[config.mk]
export PLATFORM = sky130hd
export DESIGN_NAME = instr_sequencer
export DESIGN_NICKNAME = d
export VERILOG_FILES = /design/src/rtl/cpu_pkg.sv /design/src/rtl/prog_mem.sv /design/src/rtl/instr_sequencer.sv
export SDC_FILE = /design/constraint.sdc
export NUM_CORES = 1
export LEC_CHECK = 0
export BUFFER_PORTS_ARGS = -buffer_cell sky130_fd_sc_hd__buf_2
export CAP_MARGIN = 10
export CORE_ASPECT_RATIO = 1.4
export CORE_MARGIN = 3
export CORE_UTILIZATION = 48
export CTS_CLUSTER_DIAMETER = 120
export DETAILED_ROUTE_END_ITERATION = 10
export HOLD_SLACK_MARGIN = 0.05
export PLACE_DENSITY = 0.65
export SYNTH_ARGS = -nofsm -noshare
export SYNTH_HDL_FRONTEND = slang
export SYNTH_HIERARCHICAL = 1
export SYNTH_SLANG_ARGS = --single-unit
[constraint.sdc]
create_clock -name clock_tb -period 5.3 [get_ports clock_tb]
set_input_delay 1.06 -clock clock_tb [delete_from_list [all_inputs] [get_ports clock_tb]]
set_output_delay 1.06 -clock clock_tb [all_outputs]
set_load 0.02 [all_outputs]
[src/rtl/cpu_pkg.sv]
// cpu_pkg: opcode constants, instruction width and sequencer state enum shared by the CPU blocks
package cpu_pkg;
  localparam int IR_W = 9;
  localparam logic [2:0] OP_MV   = 3'b000;
  localparam logic [2:0] OP_MVI  = 3'b001;
  localparam logic [2:0] OP_ADD  = 3'b010;
  localparam logic [2:0] OP_SUB  = 3'b011;
  localparam logic [2:0] OP_MVO  = 3'b100;
  localparam logic [2:0] OP_HALT = 3'b111;
  typedef enum logic [1:0] {S_IDLE, S_FETCH, S_EXEC, S_HALT} seq_state_e;
endpackage

[src/rtl/prog_mem.sv]
// prog_mem: program store with synchronous write and asynchronous read; contents survive reset
module prog_mem #(
  parameter int ADDR_W = 4,
  parameter int IR_W = 9
) (
  input  logic              clock_tb,
  input  logic              we,
  input  logic [ADDR_W-1:0] waddr,
  input  logic [IR_W-1:0]   wdata,
  input  logic [ADDR_W-1:0] raddr,
  output logic [IR_W-1:0]   rdata
);
  logic [IR_W-1:0] mem [2**ADDR_W];
  always_ff @(posedge clock_tb)
    if (we) mem[waddr] <= wdata;
  assign rdata = mem[raddr];
endmodule

[src/rtl/instr_sequencer.sv]
// instr_sequencer: fetches instructions from prog_mem and steps the control unit through each one
module instr_sequencer
  import cpu_pkg::*;
#(
  parameter int ADDR_W = 4,
  parameter int IR_W = cpu_pkg::IR_W
) (
  input  logic              clock_tb,
  input  logic              resetn_tb,
  input  logic              start,
  input  logic              prog_we,
  input  logic [ADDR_W-1:0] prog_addr,
  input  logic [IR_W-1:0]   prog_data,
  input  logic              done,
  output logic [IR_W-1:0]   ir,
  output logic              run,
  output logic [1:0]        state,
  output logic [ADDR_W-1:0] pc,
  output logic              busy,
  output logic              halted,
  output logic              error
);
  seq_state_e fsm, fsm_nxt;
  logic [IR_W-1:0] rdata;
  logic idle_or_halt, is_halt;
  assign idle_or_halt = fsm == S_IDLE || fsm == S_HALT;
  assign is_halt = rdata[IR_W-1 -: 3] == OP_HALT;
  prog_mem #(.ADDR_W(ADDR_W), .IR_W(IR_W)) u_mem (
    .clock_tb(clock_tb),
    .we(prog_we && idle_or_halt),
    .waddr(prog_addr),
    .wdata(prog_data),
    .raddr(pc),
    .rdata(rdata)
  );
  always_ff @(posedge clock_tb or negedge resetn_tb)
    if (!resetn_tb) fsm <= S_IDLE;
    else fsm <= fsm_nxt;
  always_comb begin
    fsm_nxt = fsm;
    case (fsm)
      S_IDLE, S_HALT: fsm_nxt = start ? S_FETCH : fsm;
      S_FETCH:        fsm_nxt = is_halt ? S_HALT : S_EXEC;
      S_EXEC:         fsm_nxt = done ? S_FETCH : (state == 2'd3 ? S_HALT : S_EXEC);
      default:        fsm_nxt = S_IDLE;
    endcase
  end
  // done takes priority over the timeout on the last allowed step
  always_ff @(posedge clock_tb or negedge resetn_tb)
    if (!resetn_tb) begin
      ir <= '0;
      run <= 1'b0;
      state <= '0;
      pc <= '0;
      error <= 1'b0;
    end else begin
      case (fsm)
        S_IDLE: if (start) pc <= '0;
        S_HALT: if (start) begin
          pc <= '0;
          error <= 1'b0;
        end
        S_FETCH: begin
          ir <= rdata;
          run <= !is_halt;
          state <= '0;
        end
        S_EXEC: begin
          if (done) begin
            state <= '0;
            run <= 1'b0;
            pc <= pc + 1'b1;
          end else if (state != 2'd3) begin
            state <= state + 2'd1;
          end else begin
            error <= 1'b1;
            run <= 1'b0;
            state <= '0;
          end
        end
        default: ;
      endcase
    end
  assign busy = fsm == S_FETCH || fsm == S_EXEC;
  assign halted = fsm == S_HALT;
endmodule
**Yosys cells after proc, flatten, opt, wreduce, memory -nomap -nowiden**

Memory sizes are Yosys's and may differ from the RTL's.
Cells that the tools add are included.

- Logic and storage cells: 53
- RAM bits: 144
- Bits in registers: 19
- Input bits: 18
- Memories: 1
- Output and inout bits: 19

- $add $sub $neg: 2
- Eq/ne operators: 12
- Reductions and logical operators: 12
- Muxes and demuxes: 20

Memory list:

| name | depth | width | rd ports | clocked after Yosys merged registers in | wr ports | line | text |
|---|---|---|---|---|---|---|---|
| u_mem.mem | 16 | 9 | 1 | 0 | 1 | prog_mem.sv:13 | `logic [IR_W-1:0] mem [2**ADDR_W];` |

Operators with widths:

| kind | count |
|---|---|
| != test 2 bit, second input constant | 5 |
| 2-to-1 mux 1 bit | 9 |
| 2-to-1 mux 2 bit | 4 |
| 2-to-1 mux 4 bit | 2 |
| case mux 4 bit (2 select lines) | 1 |
| equality test 2 bit, second input constant | 3 |
| case mux 2 bit (3 select lines) | 1 |
| nonzero test 2 bit | 3 |
| adder 4 x 1 -> 4 bit, second input constant | 1 |
| case mux 1 bit (2 select lines) | 2 |
| case mux 2 bit (2 select lines) | 1 |
| AND reduction 4 bit | 1 |
| equality test 3 bit, second input constant | 1 |
| != test 3 bit, second input constant | 1 |
| AND reduction 3 bit | 1 |
| adder 2 x 1 -> 2 bit, second input constant | 1 |
| equality test 2 x 1 -> 1 bit, second input constant | 1 |
| zero test 2 bit | 1 |
| logical OR 1 bit | 2 |
| != test 2 x 1 -> 1 bit, second input constant | 1 |
| AND reduction 2 bit | 1 |
| OR reduction 2 bit | 1 |
| logical AND 1 bit | 1 |
| zero test 1 bit | 1 |

**Longest topological paths before layout**

- Word-level depth: 5
- Depth in mapped cells: 8
- Mapped depth without buffers: 6

**By module**

The synthesis kept the hierarchy.

Modules (own cells, without submodules):

| module | area an instance (sq um) | instances | cells each |
|---|---|---|---|
| prog_mem | 5600.4 | 1 | 245 |
| instr_sequencer | 943.4 | 1 | 85 |

**Least setup slack after synthesis**

Ideal clock, no wire load.

- Path kind: input to register
- From: input port prog_we
- To: memory u_mem.mem[0][0], enable pin
- Stages: 3
- Required time: 4913 ps
- Arrival: 2375 ps
- Path slack: 2539 ps
- Cells stage by stage: and2_1 -> or3b_2 -> nor3_1

- Word-level cells in the longest chain between the ends: 3

Ends and longest elaborated chain:

| what | line | text |
|---|---|---|
| start, declared | instr_sequencer.sv:11 | `input logic prog_we,` |
| logical AND 1 bit | instr_sequencer.sv:30 | `.we(prog_we && idle_or_halt),` |
| 2-to-1 mux 1 bit | prog_mem.sv:15 | `if (we) mem[waddr] <= wdata;` |
| 2-to-1 mux 1 bit (implied by the code) | prog_mem.sv:15 |  |
| end, declared | prog_mem.sv:13 |  |

No other way between the ends.

**Worst setup path after layout**

- From: register fsm[0]
- To: memory u_mem.mem[1][6], enable pin

- Word-level cells in the longest chain between the ends: 5
- Elaborated cells on any way between the ends: 6
- Classes of those cells: eq/ne (1); mux (2); reduce/logical (3)

Ends and longest elaborated chain:

| what | line | text |
|---|---|---|
| start, declared | instr_sequencer.sv:23 | `seq_state_e fsm, fsm_nxt;` |
| start signal, assigned | instr_sequencer.sv:38 | `else fsm <= fsm_nxt;` |
| equality test 2 bit or zero test 2 bit (tied branches) | instr_sequencer.sv:26 | `assign idle_or_halt = fsm == S_IDLE \|\| fsm == S_HALT;` |
| logical OR 1 bit * | instr_sequencer.sv:26 |  |
| logical AND 1 bit * | instr_sequencer.sv:30 |  |
| 2-to-1 mux 1 bit * | prog_mem.sv:15 |  |
| 2-to-1 mux 1 bit (implied by the code) * | prog_mem.sv:15 |  |

Mark *: on every way between the ends. The rest lies on a longest branch, timed or not.

==> results.toml <==
[sta]
fin_tns_setup_ns = 0
rsz0062_at_grt = "no"
finalMaxSlewViolations = 0
finalCritPeriodShare_pct = 55.1
worst_slew_pin_slew_ns = 1.06
fmax_ghz = 0.342
finalHoldViolations = 0
min_period_ns = 2.92
setup_viol = 0
finalClockSkew_ns = 0.0124
relSlewSlack_pct = 29.1

[routing]
first_pass_iters = 4
post_drt_via_cell_ratio = 5.67
wl_mm = 12.5
antenna_left = 0
drc_errors = 0
drt_iter0_drc = 299
routedWlPerCell_um = 21.9
vias = 3220

[critical_path]
cp_slowest_cell = "nor2_1"
critPathMaxFanout = 11
worst-r2r-setup-slack_ns = 2.38
cp-end-kind = "flip-flop"
startpoint_type = "flip-flop"
criticalPathCategory = "reg2reg"
cp.required_ns = 5.34
cp.arrival_ns = 2.96
cp_slowest_stage_delay_ns = 0.73
path_cells = "inv_1 > ha_1 > and2_1 > or3b_2 > nor2_1"

[pwr]
p_total_w = 0.00359
p_leak_nw = 2.56
powerDensity_nw_per_um2 = 480
peakVddDrop_v = 0.000235

[clocking]
worstSkewPairLatency_ns = 0.42
cts-root-buf = "clkbuf_16"
ctsHoldBuffers = 0
postCtsSetupBuffers = 0
cts_tree = "yes"
path_clk_slew_ns = 0.06
htree_num_levels = 4
clkSinkCount = 163
cts.repair.resized = 0
cts_buffers = 17
clk_path_buf_depth = 2

[floorplanning]
io_pins = 37
start_util_pct = 49.9
die_w_um = 105
coreArea_um2 = 13100
core.rowCount = 49
chipHeight_um = 144
die_area_um2 = 15100

[logic_synthesis]
ys_ff_latch = 163
synth_seq_area_share_pct = 73.3
ys_types = 44
synthArstFlopShare_pct = 11.7
syn-cell-area_um2 = 6540
ys.flop_type = "edfxtp_1"
synth_edf_count = 144
syn_inst = 330
synth_area_per_cell_um2 = 19.8
syn-num-nets = 354
synth_warnings = 6

[global_routing]
antenna_found_initial = 0
grt_max_degree = 42
grt_pass1_vias = 3400
grt-ovfl-total = 0
grt_use_total_pct = 17.7
grt_pass1_wl_mm = 19.4

[hold_path]
hold_class = "reg2reg"

[cells_and_area]
final_nets = 401
fillCellCount = 995
area_growth_pct = 14.3
num_antenna_cells = 0
finalInstanceArea_um2 = 7480
layout-drive-gt1-share_pct = 27.7

[run]
cap_viol_max_count = 0

[place]
io_buffers = 36
placed_area_um2 = 6860
gp_congestion = 0.798
dp_hpwl_mm = 8.19

[status]
status = "finished, final reports clean"
[report_power, final]
part	leakage [nW]	internal, W	total (W)	switching, W
sequential	1.53	0.00149	0.00157	0.0000859
clock	0.300	0.000768	0.00124	0.000473
combinational	0.722	0.000375	0.000782	0.000407
[path summary, 6_finish.rpt]
| path | start | cells after the start | end |
|---|---|---|---|
| min in group asynchronous | resetn_tb | 1 | ir[2]$_DFFE_PN0N_ |
| worst max-delay path | fsm[0]$_DFFE_PN0P_ | 5 | u_mem/mem[1][6]$_DFFE_PP_ |
| worst max register to register | fsm[0]$_DFFE_PN0P_ | 5 | u_mem/mem[1][6]$_DFFE_PP_ |
| max in group asynchronous | resetn_tb | 1 | pc[0]$_DFFE_PN0P_ |
| worst min register to register | ir[4]$_DFFE_PN0N_ | 1 | ir[4]$_DFFE_PN0N_ |
| worst min-delay path | ir[4]$_DFFE_PN0N_ | 1 | ir[4]$_DFFE_PN0N_ |
[area by class of cell]
cell class	count	area [um2]	share of cell area (%)
clock buffers	20	457	6.10
clock inverters	12	156	2.09
inverters	6	22.5	0.301
multi-input cells	147	1600	21.4
flip-flops and latches	163	4800	64.2
well taps	178	223	2.98
repair buffers	42	223	2.98
[critical path, delay by kind of cell, from the launching register on]
family	cells	cell delay [ns]
simple gates	3	1.59
buf+inv	1	0.08
fa+ha+maj	1	0.48
flops	1	0.39
[synth_stat cells, types with 3 or more instances]
cell type    n  area [um2]
inv_1        5        18.8
dfrtp_1     19         475
nand2b_1     7        43.8
nand3_1      3        15.0
o21ai_0      3        15.0
nand2_1     17        63.8
a21oi_1      3        15.0
mux4_1      15         394
mux4_2      21         473
ha_1         6        75.1
edfxtp_1   144        4320
nor3_1       6        30.0
buf_2        5        25.0
mux2_2       9         101
a22oi_1     19         143
nor2_1      15        56.3
buf_6        3        33.8
[state kept, by name (all words and copies together), names as in the netlist]
name and flops:
ir 9, pc 4, u_mem/mem 144, state 2, fsm 2, error 1, run 1
[through the flow]
step           hold WS (ns)  util (%)  worst slack (ns)  std cells
2_1_floorplan         0.569         -              2.54        330
3_3_place_gp          0.488      52.3              2.11        535
3_5_place_dp          0.495      52.3              2.09        535
4_1_cts               0.510      57.0              2.12        567
5_1_grt               0.515      57.0              2.23        568
6_report              0.508      57.0              2.38        568
[metal layers]
layer / part of all wire (%) / wire [um] / vias up / track usage [%]
met3: 5.7 / 712 / 15 / 3.89
met2: 54 / 6700 / 113 / 30.9
met1: 39 / 4810 / 1647 / 21.7
met4: 2.0 / 246 / 0 / 6.98
met5: 0 / 0 / - / 0
li1: - / - / 1445 / -
[logic make-up after synthesis]
kind of cell | share of synthesized area [%]
fa+ha+maj | 1.15
buf+inv | 2.20
mux | 15.0
simple gates | 4.61
compound gates | 3.75
flops | 73.3
[placed cells by master, fill, tap and decap left out, types with 7 or more instances in the layout]
cell       netlist  routed
nand2b_1         7       7
buf_2            5      37
mux2_2           9       9
a22oi_1         19      19
nand2_1         17      17
clkbuf_16        0      17
nor2_1          15      15
mux4_1          15      15
mux4_2          21      21
dfrtp_1         19      18
edfxtp_1       144     144
Power figures use the tool's default switching activity.
